## src/rtl/btn_debounce_if.sv

```systemverilog
// Button conditioner bus: raw pins and per-button controls in, debounced
// levels, edge pulses and interrupt-pending flags out.
interface btn_debounce_if #(
  parameter int BtnWidth = 4
);
  logic [BtnWidth-1:0] btn_in;
  logic [BtnWidth-1:0] rise_en;
  logic [BtnWidth-1:0] fall_en;
  logic [BtnWidth-1:0] pend_clear;
  logic [BtnWidth-1:0] btn_out;
  logic [BtnWidth-1:0] rise_pulse;
  logic [BtnWidth-1:0] fall_pulse;
  logic [BtnWidth-1:0] pending;
  logic                irq_any;

  modport master (
    output btn_in, rise_en, fall_en, pend_clear,
    input  btn_out, rise_pulse, fall_pulse, pending, irq_any
  );

  modport slave (
    input  btn_in, rise_en, fall_en, pend_clear,
    output btn_out, rise_pulse, fall_pulse, pending, irq_any
  );
endinterface

```

## src/rtl/btn_debounce.sv

```systemverilog
// Per-button synchronizer, debounce FSM and edge detector producing clean
// levels, one-cycle edge pulses and sticky pending interrupt requests.
module btn_debounce #(
  parameter int BtnWidth       = 4,
  parameter int SyncStages     = 2,
  parameter int DebounceCycles = 20000
) (
  input logic            clk,
  input logic            reset,
  btn_debounce_if.slave  bus
);

  localparam int CntW = $clog2(DebounceCycles + 1);
  localparam logic [CntW-1:0] CntMax = CntW'(DebounceCycles);
  localparam logic [CntW-1:0] CntOne = CntW'(1);

  typedef enum logic [1:0] {
    S_LOW,
    W_HIGH,
    S_HIGH,
    W_LOW
  } state_t;

  logic [BtnWidth-1:0] sync_q [SyncStages];
  logic [BtnWidth-1:0] sync_d [SyncStages];
  state_t              state_q [BtnWidth];
  state_t              state_d [BtnWidth];
  logic [CntW-1:0]     cnt_q [BtnWidth];
  logic [CntW-1:0]     cnt_d [BtnWidth];
  logic [BtnWidth-1:0] btn_q, btn_d;
  logic [BtnWidth-1:0] rise_q, rise_d;
  logic [BtnWidth-1:0] fall_q, fall_d;
  logic [BtnWidth-1:0] pend_q, pend_d;
  logic                irq_q, irq_d;
  logic [BtnWidth-1:0] s;

  always_comb begin
    sync_d[0] = bus.btn_in;
    for (int k = 1; k < SyncStages; k++) begin
      sync_d[k] = sync_q[k-1];
    end
  end

  assign s = sync_q[SyncStages-1];

  // The counter tracks how long `s` has held its new value; any reversion
  // drops straight back to the stable state so bounce is timed from the last toggle.
  always_comb begin
    btn_d  = btn_q;
    rise_d = '0;
    fall_d = '0;
    for (int i = 0; i < BtnWidth; i++) begin
      state_d[i] = state_q[i];
      cnt_d[i]   = cnt_q[i];
      case (state_q[i])
        S_LOW: begin
          if (s[i]) begin
            state_d[i] = W_HIGH;
            cnt_d[i]   = CntOne;
          end
        end
        W_HIGH: begin
          if (!s[i]) begin
            state_d[i] = S_LOW;
            cnt_d[i]   = '0;
          end else if (cnt_q[i] == CntMax) begin
            state_d[i] = S_HIGH;
            cnt_d[i]   = '0;
            btn_d[i]   = 1'b1;
            rise_d[i]  = 1'b1;
          end else begin
            cnt_d[i] = cnt_q[i] + CntOne;
          end
        end
        S_HIGH: begin
          if (!s[i]) begin
            state_d[i] = W_LOW;
            cnt_d[i]   = CntOne;
          end
        end
        W_LOW: begin
          if (s[i]) begin
            state_d[i] = S_HIGH;
            cnt_d[i]   = '0;
          end else if (cnt_q[i] == CntMax) begin
            state_d[i] = S_LOW;
            cnt_d[i]   = '0;
            btn_d[i]   = 1'b0;
            fall_d[i]  = 1'b1;
          end else begin
            cnt_d[i] = cnt_q[i] + CntOne;
          end
        end
        default: begin
          state_d[i] = S_LOW;
          cnt_d[i]   = '0;
        end
      endcase
    end
  end

  // A new edge outranks a simultaneous clear so no request is ever lost.
  always_comb begin
    pend_d = (pend_q & ~bus.pend_clear) |
             (rise_d & bus.rise_en) | (fall_d & bus.fall_en);
    irq_d  = |pend_d;
  end

  always_ff @(posedge clk) begin
    if (reset) begin
      for (int k = 0; k < SyncStages; k++) begin
        sync_q[k] <= '0;
      end
      for (int i = 0; i < BtnWidth; i++) begin
        state_q[i] <= S_LOW;
        cnt_q[i]   <= '0;
      end
      btn_q  <= '0;
      rise_q <= '0;
      fall_q <= '0;
      pend_q <= '0;
      irq_q  <= 1'b0;
    end else begin
      for (int k = 0; k < SyncStages; k++) begin
        sync_q[k] <= sync_d[k];
      end
      for (int i = 0; i < BtnWidth; i++) begin
        state_q[i] <= state_d[i];
        cnt_q[i]   <= cnt_d[i];
      end
      btn_q  <= btn_d;
      rise_q <= rise_d;
      fall_q <= fall_d;
      pend_q <= pend_d;
      irq_q  <= irq_d;
    end
  end

  assign bus.btn_out    = btn_q;
  assign bus.rise_pulse = rise_q;
  assign bus.fall_pulse = fall_q;
  assign bus.pending    = pend_q;
  assign bus.irq_any    = irq_q;

endmodule

```

## src/flat_wrapper.sv

```systemverilog
// flat-port wrapper written by rule: the top's interface ports become plain ports
module btn_debounce_flat 
#(
  parameter int BtnWidth       = 4,
  parameter int SyncStages     = 2,
  parameter int DebounceCycles = 20000
)
  (clk, reset, bus_btn_in, bus_rise_en, bus_fall_en, bus_pend_clear, bus_btn_out, bus_rise_pulse, bus_fall_pulse, bus_pending, bus_irq_any);
  btn_debounce_if #(.BtnWidth(BtnWidth)) bus_i ();
  input logic clk;
  input logic reset;
  input wire logic [$bits(bus_i.btn_in)-1:0] bus_btn_in;
  input wire logic [$bits(bus_i.rise_en)-1:0] bus_rise_en;
  input wire logic [$bits(bus_i.fall_en)-1:0] bus_fall_en;
  input wire logic [$bits(bus_i.pend_clear)-1:0] bus_pend_clear;
  output wire logic [$bits(bus_i.btn_out)-1:0] bus_btn_out;
  output wire logic [$bits(bus_i.rise_pulse)-1:0] bus_rise_pulse;
  output wire logic [$bits(bus_i.fall_pulse)-1:0] bus_fall_pulse;
  output wire logic [$bits(bus_i.pending)-1:0] bus_pending;
  output wire logic [$bits(bus_i.irq_any)-1:0] bus_irq_any;
  assign bus_i.btn_in = bus_btn_in;
  assign bus_i.rise_en = bus_rise_en;
  assign bus_i.fall_en = bus_fall_en;
  assign bus_i.pend_clear = bus_pend_clear;
  assign bus_btn_out = bus_i.btn_out;
  assign bus_rise_pulse = bus_i.rise_pulse;
  assign bus_fall_pulse = bus_i.fall_pulse;
  assign bus_pending = bus_i.pending;
  assign bus_irq_any = bus_i.irq_any;
  btn_debounce #(.BtnWidth(BtnWidth), .SyncStages(SyncStages), .DebounceCycles(DebounceCycles)) u_core (.clk(clk), .reset(reset), .bus(bus_i));
endmodule
```

## config.mk

```make
export PLATFORM = sky130hd
export DESIGN_NAME = btn_debounce_flat
export DESIGN_NICKNAME = d
export VERILOG_FILES = /design/src/rtl/btn_debounce_if.sv /design/src/rtl/btn_debounce.sv /design/src/flat_wrapper.sv
export SDC_FILE = /design/constraint.sdc
export NUM_CORES = 1
export LEC_CHECK = 0
export ABC_AREA = 1
export ABC_CLOCK_PERIOD_IN_PS = 1700
export BUFFER_PORTS_ARGS = -buffer_cell sky130_fd_sc_hd__buf_4
export CAP_MARGIN = 20
export CORE_MARGIN = 5
export CORE_UTILIZATION = 50
export DETAILED_ROUTE_END_ITERATION = 8
export MAX_ROUTING_LAYER = met4
export PLACE_DENSITY = 0.71
export SLEW_MARGIN = 10
export SYNTH_ARGS = -nofsm -noshare
export SYNTH_HDL_FRONTEND = slang
export SYNTH_SLANG_ARGS = --single-unit
```

## constraint.sdc

```tcl
create_clock -name clk -period 1.7 [get_ports clk]
set_clock_uncertainty 0.1 [all_clocks]
set_input_delay 0.34 -clock clk [delete_from_list [all_inputs] [get_ports clk]]
set_output_delay 0.34 -clock clk [all_outputs]
set_load 0.02 [all_outputs]
```

==> Word-level counts from Yosys, hierarchy flattened <==
Memories as Yosys holds them, arrays and structs flattened.
Index checks and enable logic that the tools add are counted.
{ "totals": {"mem_count": 3, "latchBits": 0, "ram_bits": 76, "in_bits": 18, "romBits": 0, "reg_bits": 17} }
{ "classes": {"eq_ne": 32, "n_shift": 0, "n_mul": 0, "muxes": 105, "n_reduce_logical": 13, "n_div": 0, "bitwise_logic": 16, "n_addsub": 4, "magnitude_cmp": 0} }
{ "memory_table": {"columns": ["memory", "depth", "width", "read_ports", "rd_ports_with_merged_regs", "wr", "line_no", "rtl"], "rows": [
  ["u_core.cnt_q", 4, 15, 4, 0, 4, "btn_debounce.sv:28", "logic [CntW-1:0] cnt_q [BtnWidth];"],
  ["u_core.state_q", 4, 2, 4, 0, 4, "btn_debounce.sv:26", "state_t state_q [BtnWidth];"],
  ["u_core.sync_q", 2, 4, 2, 0, 2, "btn_debounce.sv:24", "logic [BtnWidth-1:0] sync_q [SyncStages];"]
]} }
{ "op_table": {"columns": ["cell", "n"], "rows": [
  ["$mux 15", 24],
  ["$pmux 15 s4", 4],
  ["$add 15x1->15 const B", 4],
  ["$eq 15x15->1 const B", 4],
  ["$mux 2", 28],
  ["$mux 1", 39],
  ["$pmux 2 s4", 4],
  ["$ne 2x1->1 const B", 12],
  ["$reduce_and 5->1", 4],
  ["$eq 2x2->1 const B", 8],
  ["$and 4x4->4", 3],
  ["$or 1x1->1", 10],
  ["$eq 2x1->1 const B", 4],
  ["$logic_not 2->1", 4],
  ["$mux 4", 2],
  ["$ne 2x2->1 const B", 4],
  ["$or 4x4->4", 2],
  ["$pmux 1 s2", 4],
  ["$reduce_bool 2->1", 4],
  ["$not 4->4", 1],
  ["$reduce_or 4->1", 1]
]} }

==> Depth between registers and ports, before layout <==
{ "depth": {"depth_word": 8, "mapped_depth": 12, "depth_no_buf": 12} }

==> Worst setup path before layout <==
No wires, ideal clock.
{ "synth_timing": {"path_type": "reg-to-reg", "from": "mem u_core.state_q[2][0] in the netlist's numbering", "to": "reg (tool-made name)", "required_time_ns": 1.481, "path_stages_with_launch": 10, "t_arrival_ns": 1.494, "slack_ns": -0.014, "synth_period_minus_slack_ns": 1.714, "path_cell_list": "dfxtp_1 inv_1 ha_1 nand3_1 nand2_2 inv_1 buf_2 nand3_1 o21ai_0 a21oi_1"} }
{ "synth_lines": {"columns": ["element", "line_no"], "rows": [
  ["start, declared", "btn_debounce.sv:26"]
]} }

==> impl_metrics.prom <==
# TYPE chip_impl_metric gauge
chip_impl_info{name="run_status",value="complete, but fails checks"} 1
chip_impl_info{name="failed_checks",value="negative setup slack"} 1
chip_impl_metric{name="synth_area",unit="um^2"} 5069
chip_impl_metric{name="place_inst",unit=""} 915
chip_impl_metric{name="place_worst_setup_slack",unit="ns"} -0.04588
chip_impl_metric{name="row_count",unit=""} 36
chip_impl_metric{name="syn-instance-count",unit=""} 718
chip_impl_metric{name="synth_edf_count",unit=""} 0
chip_impl_metric{name="finalInstanceArea",unit="um^2"} 6515
chip_impl_metric{name="final_net_count",unit=""} 848
chip_impl_metric{name="final_layout_size_suffix_gt1_share",unit="%"} 30.84
chip_impl_metric{name="htree_num_levels",unit=""} 3
chip_impl_info{name="critPathLaunchType",value="register"} 1
chip_impl_metric{name="synth_adder_area_share",unit="%"} 4.196
chip_impl_metric{name="pin_count",unit=""} 35
chip_impl_metric{name="cts.sinks",unit=""} 93
chip_impl_metric{name="finalNonFillerCells",unit=""} 950
chip_impl_metric{name="route.final.wire_length",unit="um"} 12210
chip_impl_metric{name="synthArstFlopShare",unit="%"} 0
chip_impl_metric{name="cts_buffer_depth",unit=""} 2
chip_impl_info{name="synth_top_cells_by_count",value="nand2_1, inv_1, nor2_1"} 1
chip_impl_metric{name="max_cap_violations",unit=""} 0
chip_impl_metric{name="synth_xor_xnor_area_share",unit="%"} 1.555
chip_impl_metric{name="sum_of_overflow_across_all_layers_after_global_routing",unit=""} 0
chip_impl_metric{name="diodes",unit=""} 0
chip_impl_metric{name="cp.required",unit="ns"} 1.86
chip_impl_metric{name="dieArea",unit="um^2"} 12250
chip_impl_metric{name="achievable-frequency",unit="MHz"} 566.8
chip_impl_metric{name="power.static_leakage",unit="nW"} 2.640
chip_impl_metric{name="setup_viol",unit=""} 8
chip_impl_metric{name="multi_input_area",unit="um^2"} 3043
chip_impl_metric{name="cts_inserted_buffers",unit=""} 9
chip_impl_info{name="synth_top_cells_by_area",value="dfxtp_1, nand2_1, inv_1"} 1
chip_impl_metric{name="timing.slew.headroom",unit="%"} 76.48
chip_impl_info{name="setup.worst_path.start",value="u_core.cnt_q[2][0]"} 1
chip_impl_metric{name="postSynthAreaPerCell",unit="um^2"} 7.059
chip_impl_metric{name="vdd_ir_drop_max",unit="V"} 0.0005714
chip_impl_info{name="synth.largest_area_cell",value="dfxtp_1"} 1
chip_impl_metric{name="period_minus_slack",unit="ns"} 1.764
chip_impl_metric{name="post_route_core_utilization",unit="%"} 66.35
chip_impl_metric{name="placement.io_buffers",unit=""} 34
chip_impl_metric{name="clkSlewWorstSetupHoldPaths",unit="ns"} 0.09
chip_impl_metric{name="design.core.area",unit="um^2"} 9819
chip_impl_metric{name="synth_simple_gate_area_share",unit="%"} 37.84
chip_impl_info{name="post-synth-top-count-cell",value="nand2_1"} 1
chip_impl_metric{name="remaining_drc_errors",unit=""} 0
chip_impl_metric{name="wl_per_cell",unit="um"} 12.85
chip_impl_metric{name="number_of_global_route_vias_before_repair",unit=""} 4451
chip_impl_metric{name="cp.arrival",unit="ns"} 1.93
chip_impl_metric{name="antenna_left",unit=""} 0
chip_impl_info{name="worst_setup_path_end_kind",value="register"} 1
chip_impl_info{name="setup.worst_path.class",value="reg2reg"} 1
chip_impl_metric{name="yosysSeqAreaShare",unit="%"} 36.73
chip_impl_metric{name="floorplan.die.width",unit="um"} 110.7
chip_impl_metric{name="maximum_number_of_pins_on_one_net_before_global_route_repair",unit=""} 23
chip_impl_info{name="rsz0062_at_grt",value="yes"} 1
chip_impl_metric{name="place_hpwl",unit="um"} 8296
chip_impl_metric{name="place_area",unit="um^2"} 5748
chip_impl_metric{name="fin_ws",unit="ns"} -0.06433
chip_impl_metric{name="p_per_area",unit="nW/um^2"} 852.8
chip_impl_metric{name="mappedNetlistNets",unit=""} 753
chip_impl_metric{name="routed-via-count",unit=""} 4884
chip_impl_metric{name="routed_via_density",unit=""} 5.141
chip_impl_metric{name="area_growth",unit="%"} 28.54
chip_impl_metric{name="yosysUniqueCellTypes",unit=""} 46
chip_impl_metric{name="iteration_0_drc_count_of_the_detailed_router",unit=""} 343
chip_impl_metric{name="post_cts_hold_buffer_count",unit=""} 0
chip_impl_metric{name="final.fill_count",unit=""} 823
chip_impl_metric{name="compound_gate_portion_of_the_synthesized_area",unit="%"} 9.479
chip_impl_metric{name="worst-slew-pin-transition",unit="ns"} 0.3500
chip_impl_metric{name="grt_antenna_before_repair",unit=""} 0
chip_impl_info{name="min-delay-path-class",value="in2reg"} 1
chip_impl_metric{name="finalHoldViolations",unit=""} 0
chip_impl_metric{name="synth_mux_area_share",unit="%"} 0
chip_impl_info{name="hold_path.startpoint",value="bus_btn_in[0]"} 1
chip_impl_info{name="most_frequently_used_flop_master_after_synthesis",value="dfxtp_1"} 1
chip_impl_metric{name="last_weighted_congestion_value_of_the_routability_driven_placer",unit=""} 0.8978
chip_impl_metric{name="final.period_utilization",unit="%"} 103.8
chip_impl_metric{name="register_area",unit="um^2"} 1903
chip_impl_info{name="critical_path.reg2reg.startpoint",value="u_core.cnt_q[2][0]"} 1
chip_impl_metric{name="grtUsageTotal",unit="%"} 18.62
chip_impl_metric{name="start_util",unit="%"} 51.62
chip_impl_metric{name="chipHeight",unit="um"} 110.7
chip_impl_metric{name="yosys_register_bits",unit=""} 93
chip_impl_metric{name="yosysWarnings",unit=""} 0
chip_impl_metric{name="critical_path.max_fanout",unit=""} 5
chip_impl_info{name="cts-root-buf",value="clkbuf_8"} 1
chip_impl_metric{name="finalMaxSlewViolations",unit=""} 0
chip_impl_metric{name="worst_hold_slack",unit="ns"} 0.06497
chip_impl_metric{name="first_pass_iters",unit=""} 5
chip_impl_metric{name="worst_skew_pair.late_latency",unit="ns"} 0.37
chip_impl_info{name="synth_top_family_by_area",value="simple AND/OR/NAND/NOR gates"} 1
chip_impl_metric{name="grt_first_pass_wirelength",unit="um"} 19180
chip_impl_info{name="cts_tree",value="done"} 1
chip_impl_metric{name="synth_largest_type_area_fraction",unit="%"} 36.73
[flip-flops by register name, indices dropped and copies added (netlist names), named ones only]
name,count
u_core.state_q,4
u_core.sync_q,8
u_core.bus.rise_pulse,4
u_core.cnt_q,60
u_core.bus.fall_pulse,4
u_core.bus.btn_out,4
u_core.bus.pending,4
u_core.bus.irq_any,1
[path summary, 6_finish.rpt]
path | depth (start not counted) | slack (ns) | endpoint
min | 3 | 0.06 | u_core.sync_q[0][0]
max | 10 | -0.06 | u_core.cnt_q[2][12]
min reg2reg | 2 | 0.32 | u_core.sync_q[0][5]
max reg2reg | 10 | -0.06 | u_core.cnt_q[2][12]
[stage by stage]
stage               power (mW)  setup TNS [ns]
finish                   5.556         -0.2636
global route             5.881          -2.272
global placement         3.745               0
floorplan                3.320               0
detailed placement       3.787         -0.2060
CTS                      5.143               0
[area by class of cell]
cell class | instances | area share, %
multi-input combinational | 501 | 46.71
sequential | 93 | 29.21
timing repair buffer | 101 | 12.71
inverter | 107 | 6.242
tap | 133 | 2.554
clock buffer | 12 | 2.228
clock inverter | 3 | 0.3457
[power by group]
group          internal, mW  switching (mW)
Combinational         0.756            1.05
Clock                 0.565           0.776
Sequential             2.29           0.114
Total                  3.61            1.94
[routing by layer]
metal / global-route usage, % / wire length (um) / vias up
met5: - / 0 / -
met4: 6.979 / 235 / 0
met3: 2.948 / 506 / 22
met2: 30.02 / 5771 / 108
met1: 23.60 / 5696 / 2248
li1: - / - / 2506
[worst max-delay path: stages, from the launching register on]
cell     delay [ns]
dfxtp_4        0.38
inv_2          0.07
ha_1           0.16
nand2_1        0.08
nor2_2         0.09
nand2_2        0.10
o21ai_4        0.27
nand2_4        0.14
buf_4          0.16
nand3_1        0.07
nor2_1         0.04
[timing repair]
action / CTS / global route
buffers inserted: 1 / 16
pin swaps: 1 / 44
gates resized for setup: 9 / 113
endpoints found under the setup margin: 21 / 58
hold endpoints to repair: 0 / 0
gates cloned: 0 / 3
[placed cells by master, fill, tap and decap left out, drive strengths merged, types with 3 or more instances in the layout]
cell | netlist | layout
nand2 | 162 | 163
nor2 | 108 | 108
inv | 106 | 107
buf | 14 | 99
dfxtp | 93 | 93
nand3 | 48 | 48
a21oi | 41 | 41
nor3 | 36 | 36
o21ai | 30 | 30
nand4 | 20 | 20
ha | 17 | 17
clkbuf | 4 | 14
xor2 | 9 | 9
nor4 | 7 | 7
nor3b | 5 | 5
o21a | 3 | 3
clkinvlp | 0 | 3
[logic make-up after synthesis]
group	after synthesis
simple gates	390
buf+inv	125
flops	93
compound gates	84
fa+ha+maj	17
xor+xnor	9
Note: power is estimated with default switching activity, not from simulation.
